$ cat config.mk
export PLATFORM = sky130hd
export DESIGN_NAME = adder_share_ctrl
export DESIGN_NICKNAME = d
export VERILOG_FILES = /design/src/rtl/adder_pkg.sv /design/src/rtl/adder_share_ctrl_rr_arb2.sv /design/src/rtl/adder_share_ctrl.sv
export SDC_FILE = /design/constraint.sdc
export NUM_CORES = 1
export LEC_CHECK = 0
export CAP_MARGIN = 20
export CORE_UTILIZATION = 38
export CTS_CLUSTER_DIAMETER = 50
export DETAILED_ROUTE_END_ITERATION = 16
export GPL_TIMING_DRIVEN = 0
export PLACE_DENSITY = 0.71
export RECOVER_POWER = 25
export SYNTH_ARGS = -nofsm -noshare
export SYNTH_HDL_FRONTEND = slang
export SYNTH_SLANG_ARGS = --single-unit
$ cat constraint.sdc
create_clock -name clk -period 4.3 [get_ports clk]
set_input_delay 0.86 -clock clk [delete_from_list [all_inputs] [get_ports clk]]
set_output_delay 0.86 -clock clk [all_outputs]
set_load 0.05 [all_outputs]
$ cat src/rtl/adder_pkg.sv
`default_nettype none
// ---------------------------------------------------------------------------
// | Module   : adder_pkg                                                     |
// | Purpose  : Shared types and constants for the shared-adder controller.   |
// |            Holds the controller state encoding, the operand and result   |
// |            widths, and the default adder latency.                        |
// | Revision : 1.0 - initial release                                         |
// ---------------------------------------------------------------------------
package adder_pkg;

  localparam int c_op_w          = 3;  // adder operand width
  localparam int c_res_w         = 4;  // adder result width (carry included)
  localparam int c_adder_lat_def = 1;  // default adder latency in cycles

  typedef enum logic [1:0] {
    ST_IDLE  = 2'd0,
    ST_ISSUE = 2'd1,
    ST_WAIT  = 2'd2,
    ST_DONE  = 2'd3
  } state_t;

endpackage : adder_pkg
`default_nettype wire

$ cat src/rtl/adder_share_ctrl_rr_arb2.sv
`default_nettype none
// ---------------------------------------------------------------------------
// | Module   : rr_arb2                                                       |
// | Purpose  : Combinational two-way round-robin pick.                       |
// |            A lone request wins outright; when both request, the one not  |
// |            served last wins. The last-served pointer lives in the parent.|
// | Ports    : req  [1:0] in  - request vector                               |
// |            last       in  - index of the requester served last           |
// |            win  [1:0] out - one-hot winner (0 when nothing requests)     |
// |            any        out - at least one request present                 |
// | Revision : 1.0 - initial release                                         |
// ---------------------------------------------------------------------------
module rr_arb2 (
  input  logic [1:0] req,
  input  logic       last,
  output logic [1:0] win,
  output logic       any
);

  always_comb begin
    win = 2'b00;
    unique case (req)
      2'b01:   win = 2'b01;
      2'b10:   win = 2'b10;
      // Both asking: favour whichever was not served last.
      2'b11:   win = last ? 2'b01 : 2'b10;
      default: win = 2'b00;
    endcase
  end

  assign any = |req;

endmodule : rr_arb2
`default_nettype wire

$ cat src/rtl/adder_share_ctrl.sv
`default_nettype none
// ---------------------------------------------------------------------------
// | Module   : adder_share_ctrl                                              |
// | Purpose  : Time-shares one clocked 3-bit adder/subtractor between two    |
// |            requesters. Arbitrates round-robin, registers the winner's    |
// |            operands onto the adder, waits out the adder latency, then    |
// |            captures the result/overflow and pulses done to the winner.   |
// | Ports    : clk, rst            - clock, synchronous active-high reset    |
// |            req[1:0]            - level requests, held until done         |
// |            a0,b0,cm1_0         - requester 0 operands and mode           |
// |            a1,b1,cm1_1         - requester 1 operands and mode           |
// |            add_a,add_b,add_cm1 - registered adder inputs                 |
// |            sum_in, ov_in       - adder result and overflow               |
// |            grant[1:0]          - one-hot owner of the adder              |
// |            done[1:0]           - one-cycle completion pulse              |
// |            res_data, res_ov    - last captured result, held              |
// |            busy                - controller not idle                     |
// | Revision : 1.0 - initial release                                         |
// ---------------------------------------------------------------------------
module adder_share_ctrl
  import adder_pkg::*;
#(
  parameter int ADDER_LAT = c_adder_lat_def
) (
  input  logic                clk,
  input  logic                rst,
  input  logic [1:0]          req,
  input  logic [c_op_w-1:0]   a0,
  input  logic [c_op_w-1:0]   b0,
  input  logic                cm1_0,
  input  logic [c_op_w-1:0]   a1,
  input  logic [c_op_w-1:0]   b1,
  input  logic                cm1_1,
  output logic [c_op_w-1:0]   add_a,
  output logic [c_op_w-1:0]   add_b,
  output logic                add_cm1,
  input  logic [c_res_w-1:0]  sum_in,
  input  logic                ov_in,
  output logic [1:0]          grant,
  output logic [1:0]          done,
  output logic [c_res_w-1:0]  res_data,
  output logic                res_ov,
  output logic                busy
);

  // Counter preload: WAIT runs for ADDER_LAT cycles, capturing on the last.
  localparam logic [2:0] c_lat_m1 = 3'(ADDER_LAT - 1);

  state_t              r_state;
  state_t              w_state_nx;
  logic [2:0]          r_cnt;
  logic [2:0]          w_cnt_nx;
  logic                r_last;       // index of the requester served last
  logic                w_last_nx;
  logic [c_op_w-1:0]   w_a_nx;
  logic [c_op_w-1:0]   w_b_nx;
  logic                w_cm1_nx;
  logic [1:0]          w_grant_nx;
  logic [1:0]          w_done_nx;
  logic [c_res_w-1:0]  w_res_nx;
  logic                w_ov_nx;
  logic                w_busy_nx;
  logic [1:0]          w_win;
  logic                w_any;

  rr_arb2 u_arb (
    .req  (req),
    .last (r_last),
    .win  (w_win),
    .any  (w_any)
  );

  always_ff @(posedge clk) begin
    if (rst) begin
      r_state  <= ST_IDLE;
      r_cnt    <= 3'd0;
      r_last   <= 1'b1;   // requester 0 gets first priority
      add_a    <= '0;
      add_b    <= '0;
      add_cm1  <= 1'b0;
      grant    <= 2'b00;
      done     <= 2'b00;
      res_data <= '0;
      res_ov   <= 1'b0;
      busy     <= 1'b0;
    end else begin
      r_state  <= w_state_nx;
      r_cnt    <= w_cnt_nx;
      r_last   <= w_last_nx;
      add_a    <= w_a_nx;
      add_b    <= w_b_nx;
      add_cm1  <= w_cm1_nx;
      grant    <= w_grant_nx;
      done     <= w_done_nx;
      res_data <= w_res_nx;
      res_ov   <= w_ov_nx;
      busy     <= w_busy_nx;
    end
  end

  always_comb begin
    w_state_nx = r_state;
    w_cnt_nx   = r_cnt;
    w_last_nx  = r_last;
    w_a_nx     = add_a;
    w_b_nx     = add_b;
    w_cm1_nx   = add_cm1;
    w_grant_nx = grant;
    w_done_nx  = 2'b00;
    w_res_nx   = res_data;
    w_ov_nx    = res_ov;

    unique case (r_state)
      ST_IDLE: begin
        w_grant_nx = 2'b00;
        if (w_any) begin
          // Operands are only ever sampled here, so the adder inputs and
          // cm1 stay frozen for the whole operation.
          if (w_win[1]) begin
            w_a_nx   = a1;
            w_b_nx   = b1;
            w_cm1_nx = cm1_1;
          end else begin
            w_a_nx   = a0;
            w_b_nx   = b0;
            w_cm1_nx = cm1_0;
          end
          w_grant_nx = w_win;
          w_cnt_nx   = c_lat_m1;
          w_state_nx = ST_ISSUE;
        end
      end
      ST_ISSUE: begin
        w_state_nx = ST_WAIT;
      end
      ST_WAIT: begin
        if (r_cnt == 3'd0) begin
          w_res_nx   = sum_in;
          w_ov_nx    = ov_in;
          w_done_nx  = grant;
          w_state_nx = ST_DONE;
        end else begin
          w_cnt_nx = r_cnt - 3'd1;
        end
      end
      ST_DONE: begin
        w_last_nx  = grant[1];
        w_grant_nx = 2'b00;
        w_state_nx = ST_IDLE;
      end
      default: begin
        w_grant_nx = 2'b00;
        w_state_nx = ST_IDLE;
      end
    endcase

    w_busy_nx = (w_state_nx != ST_IDLE);
  end

endmodule : adder_share_ctrl
`default_nettype wire
==> run metrics, run 1 <==
Slowest cell on crit path=clkdlybuf4s50_1; CTS tree=yes; layout cells sized above 1=between 5 and 6%; Cell Pwr Density=roughly 680 mW/mm2; Area Overhead vs Synth=44.6%; number of cells on the worst reg-to-reg path=6; Sw Ratio=between 40 and 50%; DP HPWL=1770 um; core area=0.00250 mm2; sequential share of the synthesized area=about 45%; Die W=about 54 um; Max Slew Vio Count=0; Cell Rows=18; Clock transition at path regs=between 100 and 150 ps; Worst Hold Depth=2; post-synthesis instance total=111; Fin. Hold Viols=0; Reg2Reg Setup Slack=between 2000 and 3000 ps; maximum clock frequency=0.421 GHz; DR vias/cell=5.16; CP Capture Type=primary output; Total Neg Setup Slack=0 ps; DRT Wirelength=2350 um; die area=between 0.002 and 0.003 mm2; Int Pwr=0.529 mW; Residual DRC=0; post-CTS sizing=0; clk sink count=23; # Post-CTS Setup Buffers=0; sequential power share=32.3%; synthesized area=about 0.0010 mm2; CTS Buf Count=3; Peak VDD IR=roughly 420 uV; CP bufs+invs=1; leak pwr=0.560 nW; Post-Synthesis Net Count=between 100 and 150; routability cong.=0.735; Die H=between 50 and 60 um; clk_lat worst skew=310 ps; Rel. slew slack=approximately two thirds; Top delay family on crit path=buffers and inverters; max-capacitance violation count=0; Max clock buf depth=2; Worst setup SP type=register; hold slack=465 ps; wire per inst=12.8 um; CP Max Fanout=4; vias in the first global route=~950; port buffer count=39; H-tree Lvls=1; Syn. warnings=0; CP cell instances=clkdlybuf4s50_1; vias after detailed routing=949; RSZ-0062 raised after global routing=false; # hold bufs at CTS=0; status=finished, final reports clean; Worst Tran Pin Value=504 ps; endpoint of the worst hold path=res_data[2]$_SDFFE_PP0P_; worst reg2reg path endpoint=r_cnt[1]$_SDFFE_PP0P_; first-pass GRT wire length=roughly 3700 um; Mean Syn Cell Area=9.16 um2; Post-DRT Antenna Nets=0; first drt pass iteration count=4; clock skew=between 6 and 7 ps; total global-route track usage=between 10% and 20%; Worst path max stage delay=810 ps; Distinct cells, synth=29; crit path time final=2380 ps; Yosys reg bits=23; I/O Pins=40; largest net degree at the start of global routing=14; Worst Path Required=about 3400 ps; global route total overflow=0; Gate power share=57.5%; initial antenna violation count=0; nets=roughly 180; HP Class=reg2reg; final cycle utilization of the critical path=55.3%; Clock Tree Root=clkbuf_4; antenna cell count=0; Hold Crit Start=res_data[2]$_SDFFE_PP0P_; DRT iter0 DRCs=12; CP Data Arrival Time=1520 ps; sw power=approximately 0.47 mW; RR Startpoint=r_state[0]$_SDFF_PP0_; Starting Density=between 40% and 50%; clock share of power=10.1%; Setup-failing EPs final=0; kind of critical path=reg2out
-- cells in the mapped netlist, drive strengths merged --
master  instances  share of area [%]
dfxtp          23                 45
a21oi          16                7.9
nand2          12                4.4
mux2i           8                7.9
o21ai           8                3.9
nor2            7                2.6
ha              6                7.4
inv             6                2.2
buf             3                2.3
o31ai           3                2.2
and3            2                1.2
clkbuf          2               0.74
nand4b          2                1.7
a21boi          1                1.1
a221oi          1               0.86
a22oi           1               0.74
a32oi           1               0.86
and2            1               0.62
nand4           1               0.62
nor2b           1               0.62
nor3b           1               0.74
nor4            1               0.62
o21a            1               0.74
o221a           1                1.1
or2b            1               0.74
or3b            1               0.86
-- logic make-up (layout without fill, tap and decap cells) --
group / count (synthesis) / in the layout / synth area share, %
adders and majority gates: 6 / 6 / 7.38
AOI/OAI and AO/OA: 33 / 33 / 19.4
buffers and inverters: 11 / 54 / 5.29
DFF: 23 / 23 / 45.3
and+or+nand+nor: 30 / 30 / 14.8
muxes: 8 / 8 / 7.87
-- routing by layer --
layer  vias to the layer above  global-route usage (%)  share of wire [%]
met5                         -                       0                  0
li1                        478                       -                  -
met2                        38                    36.0                 50
met4                         0                    9.21                1.1
met1                       429                    17.2                 42
met3                         4                    4.24                7.0
-- worst reg2reg max path, delay by kind of cell (launching register included) --
family | cells | cell delay (ps)
fa+ha+maj | 1 | 310
simple gates | 1 | 170
flops | 1 | 430
buf+inv | 2 | 330
compound gates | 2 | 400
-- cells in the final DEF, fill, tap and decap left out, types with 2 or more instances in the layout --
cell type        count
clkdlybuf4s50_1     37
nor2_1               7
nand4b_1             2
dlygate4sd3_1        2
and3_1               2
clkbuf_4             3
ha_1                 6
dfxtp_1             23
a21oi_1             16
mux2i_1              8
clkbuf_1             3
o31ai_1              3
inv_1                6
o21ai_1              3
o21ai_0              5
nand2_1             12
-- how the worst max path moves through the flow --
stage	from	to	cells past startpoint
2_1_floorplan	req[0]	r_cnt[1]$_SDFFE_PP0P_	3
3_3_place_gp	req[1]	add_b[2]$_SDFFE_PP0P_	5
3_5_place_dp	req[0]	add_b[2]$_SDFFE_PP0P_	5
4_1_cts	grant[1]$_SDFFE_PP0P_	grant[1]	1
5_1_grt	grant[1]$_SDFFE_PP0P_	grant[1]	1
6_report	grant[1]$_SDFFE_PP0P_	grant[1]	1
-- per-stage QoR --
stage	util (%)	instance area (um2)	total power [mW]	setup WS (ps)	instances
floorplan	-	1020	0.721	2750	111
global placement	57.8	1450	0.882	2090	180
detailed placement	57.8	1450	0.895	2020	180
CTS	58.9	1470	1.00	1910	184
global route	58.9	1470	1.06	1870	184
finish	58.9	1470	0.995	1920	184
-- power groups by stage --
stage                     combinational [mW]  sequential [mW]  clock (mW)
after floorplan                        0.232            0.489           0
after global placement                 0.559            0.324           0
after detailed placement               0.571            0.325           0
after CTS                              0.575            0.322       0.106
after global routing                   0.617            0.330       0.114
final                                  0.572            0.322       0.101
-- registers in the layout, summed over array words and instances, names as in the netlist --
name / cells
busy: 1
grant: 2
add_b: 3
r_cnt: 3
r_last: 1
add_a: 3
res_data: 4
res_ov: 1
add_cm1: 1
done: 2
r_state: 2
-- final cells by class --
| cell class | count | area, um2 |
|---|---|---|
| clock buffer | 3 | 22.5 |
| sequential | 23 | 460 |
| multi-input combinational | 77 | 503 |
| buffer | 5 | 30.0 |
| fill | 236 | 1030 |
| tap | 30 | 37.5 |
| timing repair buffer | 39 | 390 |
| clock inverter | 1 | 5.00 |
| inverter | 6 | 22.5 |
Power figures use the tool's default switching activity.
==> inputs of run 2 (changes only) <==
clock period = 2.35 ns   (was 4.3 ns; I/O delays follow)
==> run 2 against run 1 <==
Effect of this change:
- clock power grew 84%
- hold slack barely moved
- worst setup slack worse by 1600 ps
- wire length increased by 0.34%
- clock skew grew 1.5 ps
- highest routed layer unchanged
- combinational power rose by 82%
- largest power group unchanged
==> run metrics, run 2 (synthesized netlist as in run 1, its figures left out) <==
nets=184 (unchanged); first-pass GRT wire length=3740 um (unchanged); CP Data Arrival Time=1520 ps (about the same); most flop-heavy register=res_data; post-CTS sizing=0 (unchanged); CP Capture Type=primary output; fin util=58.9% (unchanged); Worst Path Required=1880 ps (-1560 ps); Peak VDD IR=768 uV (+82%); Worst Tran Pin Value=504 ps (-0.218 ps); first drt pass iteration count=4 (unchanged); Residual DRC=0 (unchanged); CTS Buf Count=3 (unchanged); DR top layer=met4; Die W=53.7 um (unchanged); Die H=53.7 um (unchanged); vias in the first global route=948 (unchanged); # hold bufs at CTS=0 (unchanged); RR Startpoint=r_state[0]$_SDFF_PP0_; final cycle utilization of the critical path=84.5%; vias after detailed routing=956 (+0.74%); Clock transition at path regs=120 ps (about the same); post-route insts no fill=184 (unchanged); # Post-CTS Setup Buffers=0 (unchanged); Clock Tree Root=clkbuf_4; kind of critical path=reg2out; DR vias/cell=5.20 (+0.74%); clock skew=8.17 ps (+1.54 ps); Rel. slew slack=66.3% (about the same); Max clock buf depth=2 (unchanged); commonest non-fill, non-tap cell in the layout=clkdlybuf4s50_1; Cell Rows=18 (unchanged); wire length on met3=175 um (+6.1%); routability cong.=0.735 (unchanged); max-capacitance violation count=0 (unchanged); Setup-failing EPs final=0 (unchanged); crit path time final=1990 ps; Total Neg Setup Slack=0 ps (unchanged); DRT iter0 DRCs=13 (+1); Area Overhead vs Synth=44.6% (unchanged); I/O Pins=40 (unchanged); DP HPWL=1770 um (unchanged); placed inst area=0.00145 mm2 (unchanged); HP Class=reg2reg; PnR worst setup slack=364 ps (-1560 ps); wire per inst=12.8 um (+0.34%); CTS tree=yes; die area=0.00289 mm2 (unchanged); antenna cell count=0 (unchanged); clk_lat worst skew=320 ps (about the same); Cell Pwr Density=1240 mW/mm2 (+83%); status=finished, final reports clean; RSZ-0062 raised after global routing=false; Top delay family on crit path=buffers and inverters; worst setup path start=grant[1]$_SDFFE_PP0P_; Starting Density=40.7% (unchanged); worst slack, placed=461 ps (-1560 ps); core area=0.00250 mm2 (unchanged); FF/Latch Area=460 um2 (unchanged); global route total overflow=0 (unchanged); DRT Wirelength=2360 um (+0.34%); final instance area=0.00147 mm2 (unchanged); most frequent cells in the layout=clkdlybuf4s50_1, dfxtp_1, a21oi_1; largest net degree at the start of global routing=14 (unchanged); Max Slew Vio Count=0 (unchanged); Fillers=236 (unchanged); Worst setup SP type=register; met2 WL=1170 um (+0.51%); CP bufs+invs=1 (unchanged); Hold Crit Start=res_data[2]$_SDFFE_PP0P_; DRT met1 WL=984 um (-0.91%); initial antenna violation count=0 (unchanged); H-tree Lvls=1 (unchanged); CP cell instances=clkdlybuf4s50_1; Worst path max stage delay=810 ps (about the same); Post-DRT Antenna Nets=0 (unchanged); leak pwr=0.558 nW (-0.22%); max FFs per register=4 (unchanged); maximum clock frequency=0.503 GHz; total power=1.82 mW (+83%); Multi-input gate area=503 um2 (unchanged); Slowest cell on crit path=clkdlybuf4s50_1; layout cells sized above 1=5.19% (unchanged); clk sink count=23 (unchanged); port buffer count=39 (unchanged); total global-route track usage=18.3% (unchanged); CP Max Fanout=4 (unchanged); dpl cells=180 (unchanged); Fin. Hold Viols=0 (unchanged); hold slack=465 ps (-0.00200 ps)
run 2: where the power goes:
part / internal, mW / switching, mW / leakage [nW] / total [mW]
clock: 0.0637 / 0.122 / 0.0177 / 0.186
combinational: 0.387 / 0.658 / 0.352 / 1.04
sequential: 0.515 / 0.0727 / 0.189 / 0.588
total: 0.966 / 0.852 / 0.558 / 1.82
run 2: final timing paths:
| kind | end | depth (start not counted) | slack, ps |
|---|---|---|---|
| setup reg to reg | r_cnt[1]$_SDFFE_PP0P_ | 6 | 600 |
| hold reg to reg | res_data[2]$_SDFFE_PP0P_ | 2 | 460 |
| hold / removal | res_data[2]$_SDFFE_PP0P_ | 2 | 460 |
| setup / recovery | grant[1] | 1 | 360 |
run 2: area by class of cell:
class                           count  area share [%]
Timing Repair Buffer               39            26.5
Inverter                            6            1.53
Sequential cell                    23            31.3
Tap cell                           30            2.55
Multi-Input combinational cell     77            34.2
Clock inverter                      1           0.340
Clock buffer                        3            1.53
Buffer                              5            2.04
run 2: routing by layer:
metal | track usage (%) | up-vias
met1 | 17.2 | 433
met5 | 0 | -
li1 | - | 479
met4 | 9.21 | 0
met3 | 4.24 | 4
met2 | 36.0 | 40
==> inputs of run 3 (changes only) <==
PLACE_DENSITY = 0.74   (was 0.71)
clock period = 1.8 ns   (was 2.35 ns; I/O delays follow)
==> run 3 against run 2 <==
Effect of this change:
- hold slack worse by 4.8 ps
- critical path depth is 6 higher
- largest cell class unchanged
- combinational power increased by 22%
- first-iteration DRC count down 31%
- non-clock buffer count did not move
- count of clock-buffer cells in the layout unchanged
- final area shrank 1.6%
- global-route usage decreased by 1.2 points
==> run metrics, run 3 (synthesized netlist as in run 1, its figures left out) <==
antenna cell count=0 (unchanged); vias in the first global route=905 (-4.5%); DP HPWL=1760 um (-0.42%); maximum clock frequency=0.598 GHz; max-capacitance violation count=0 (unchanged); kind of critical path=reg2reg; clk_lat worst skew=320 ps (about the same); # hold bufs at CTS=0 (unchanged); HP Class=reg2reg; Starting Density=40.7% (unchanged); leak pwr=0.625 nW (+12%); Worst setup SP type=register; final cycle utilization of the critical path=92.9%; Setup-failing EPs final=0 (unchanged); Fin. Hold Viols=0 (unchanged); max FFs per register=4 (unchanged); Die H=53.7 um (unchanged); CP Capture Type=register; FF/Latch Area=460 um2 (unchanged); CP Max Fanout=10 (+6); H-tree Lvls=1 (unchanged); Worst Hold Depth=2 (unchanged); largest net degree at the start of global routing=14 (unchanged); CP Data Arrival Time=1880 ps (+360 ps); Worst Tran Pin Value=505 ps (+1.59 ps); Die W=53.7 um (unchanged); die area=0.00289 mm2 (unchanged); Max clock buf depth=2 (unchanged); DRT iter0 DRCs=9 (-4); global route total overflow=0 (unchanged); commonest non-fill, non-tap cell in the layout=dfxtp_1; vias after detailed routing=973 (+1.8%); Residual DRC=0 (unchanged); I/O Pins=40 (unchanged); RR Startpoint=r_cnt[0]$_SDFFE_PP0P_; Clock Tree Root=clkbuf_4; Rel. slew slack=66.4% (+0.13 points); clk sink count=23 (unchanged); most flop-heavy register=res_data; first drt pass iteration count=4 (unchanged); most frequent cells in the layout=dfxtp_1, clkdlybuf4s50_1, dlygate4sd2_1; Cell Pwr Density=1580 mW/mm2 (+28%); Fillers=232 (-1.7%); worst reg2reg path endpoint=r_cnt[1]$_SDFFE_PP0P_; core area=0.00250 mm2 (unchanged); Post-DRT Antenna Nets=0 (unchanged); fin util=57.9% (-0.95 points); number of cells on the worst reg-to-reg path=7 (+1); layout cells sized above 1=5.19% (unchanged); CTS Buf Count=3 (unchanged); # Post-CTS Setup Buffers=0 (unchanged); wire per inst=12.6 um (-1.8%); CTS tree=yes; Max Slew Vio Count=0 (unchanged); clock skew=6.62 ps (-1.55 ps); Reg2Reg Setup Slack=130 ps (-470 ps); Multi-input gate area=503 um2 (unchanged); first-pass GRT wire length=3590 um (-3.9%); status=finished, final reports clean; post-CTS sizing=17 (+17); port buffer count=39 (unchanged); total global-route track usage=17.1% (-1.2 points); Worst Path Required=2010 ps (+130 ps); DRT Wirelength=2320 um (-1.8%); nets=184 (unchanged); Hold Crit Start=res_data[3]$_SDFFE_PP0P_; DR vias/cell=5.29 (+1.8%); Peak VDD IR=1080 uV (+40%); Area Overhead vs Synth=42.3%; initial antenna violation count=0 (unchanged); crit path time final=1670 ps; routability cong.=0.706 (-4.0%); Total Neg Setup Slack=0 ps (unchanged); endpoint of the worst hold path=res_data[3]$_SDFFE_PP0P_; Clock transition at path regs=130 ps (about the same); Cell Rows=18 (unchanged); RSZ-0062 raised after global routing=false
-- run 3: cell types whose count changed in the layout (fill, tap and decap cells not counted) --
cell,before,now
dlygate4sd2_1,0,17
and2_0,1,0
o21ai_1,2,3
clkdlybuf4s50_1,38,21
buf_2,0,1
and2_1,0,1
buf_4,1,0
o21ai_0,6,5
-- run 3: per-stage QoR --
| step | total power [mW] | std cells | setup slack, ps | hold slack (ps) | instance area (um2) |
|---|---|---|---|---|---|
| 3_5_place_dp | 2.14 | 180 | 57.0 | 448 | 1450 |
| 3_3_place_gp | 2.10 | 180 | 79.0 | 441 | 1450 |
| 6_report | 2.28 | 184 | 128 | 460 | 1450 |
| 4_1_cts | 2.32 | 184 | 146 | 464 | 1450 |
| 2_1_floorplan | 1.72 | 111 | 329 | 432 | 1020 |
| 5_1_grt | 2.44 | 184 | 11.9 | 477 | 1450 |
-- run 3: worst max-delay path, cell delays in order, from the launching register on --
cell,delay [ps]
dfxtp_1,360
inv_1,60
ha_1,210
ha_1,220
and2_1,160
buf_2,170
o31ai_1,280
a21oi_1,100
-- run 3: where the power goes --
| part | switching, mW | internal (mW) |
|---|---|---|
| Combinational | 0.851 | 0.423 |
| Sequential | 0.0914 | 0.673 |
| Clock | 0.164 | 0.0833 |
| Total | 1.11 | 1.18 |
-- run 3: layer usage --
metal	up-vias	wire length [um]	GRT usage, %
met5	-	0	0
met4	0	34	6.58
met3	5	199	4.80
met2	44	1110	31.9
met1	442	980	17.9
li1	482	-	-
-- run 3: area by class of cell --
cell class	count	area share [%]
Timing Repair Buffer	39	25.5
Clock inverter	1	0.346
Sequential cell	23	31.8
Buffer	5	1.90
Tap cell	30	2.59
Multi-Input combinational cell	77	34.7
Inverter	6	1.56
Clock buffer	3	1.56
-- run 3: how the worst max path moves through the flow --
| stage | start | endpoint | slack [ps] |
|---|---|---|---|
| 6_report | r_cnt[0]$_SDFFE_PP0P_ | r_cnt[1]$_SDFFE_PP0P_ | 130 |
| 5_1_grt | r_cnt[0]$_SDFFE_PP0P_ | r_cnt[0]$_SDFFE_PP0P_ | 10 |
| 4_1_cts | r_cnt[0]$_SDFFE_PP0P_ | r_cnt[2]$_SDFFE_PP0P_ | 150 |
| 3_5_place_dp | req[1] | add_a[2]$_SDFFE_PP0P_ | 60 |
| 3_3_place_gp | req[1] | add_a[2]$_SDFFE_PP0P_ | 80 |
| 2_1_floorplan | r_cnt[0]$_SDFFE_PP0P_ | r_cnt[0]$_SDFFE_PP0P_ | 330 |
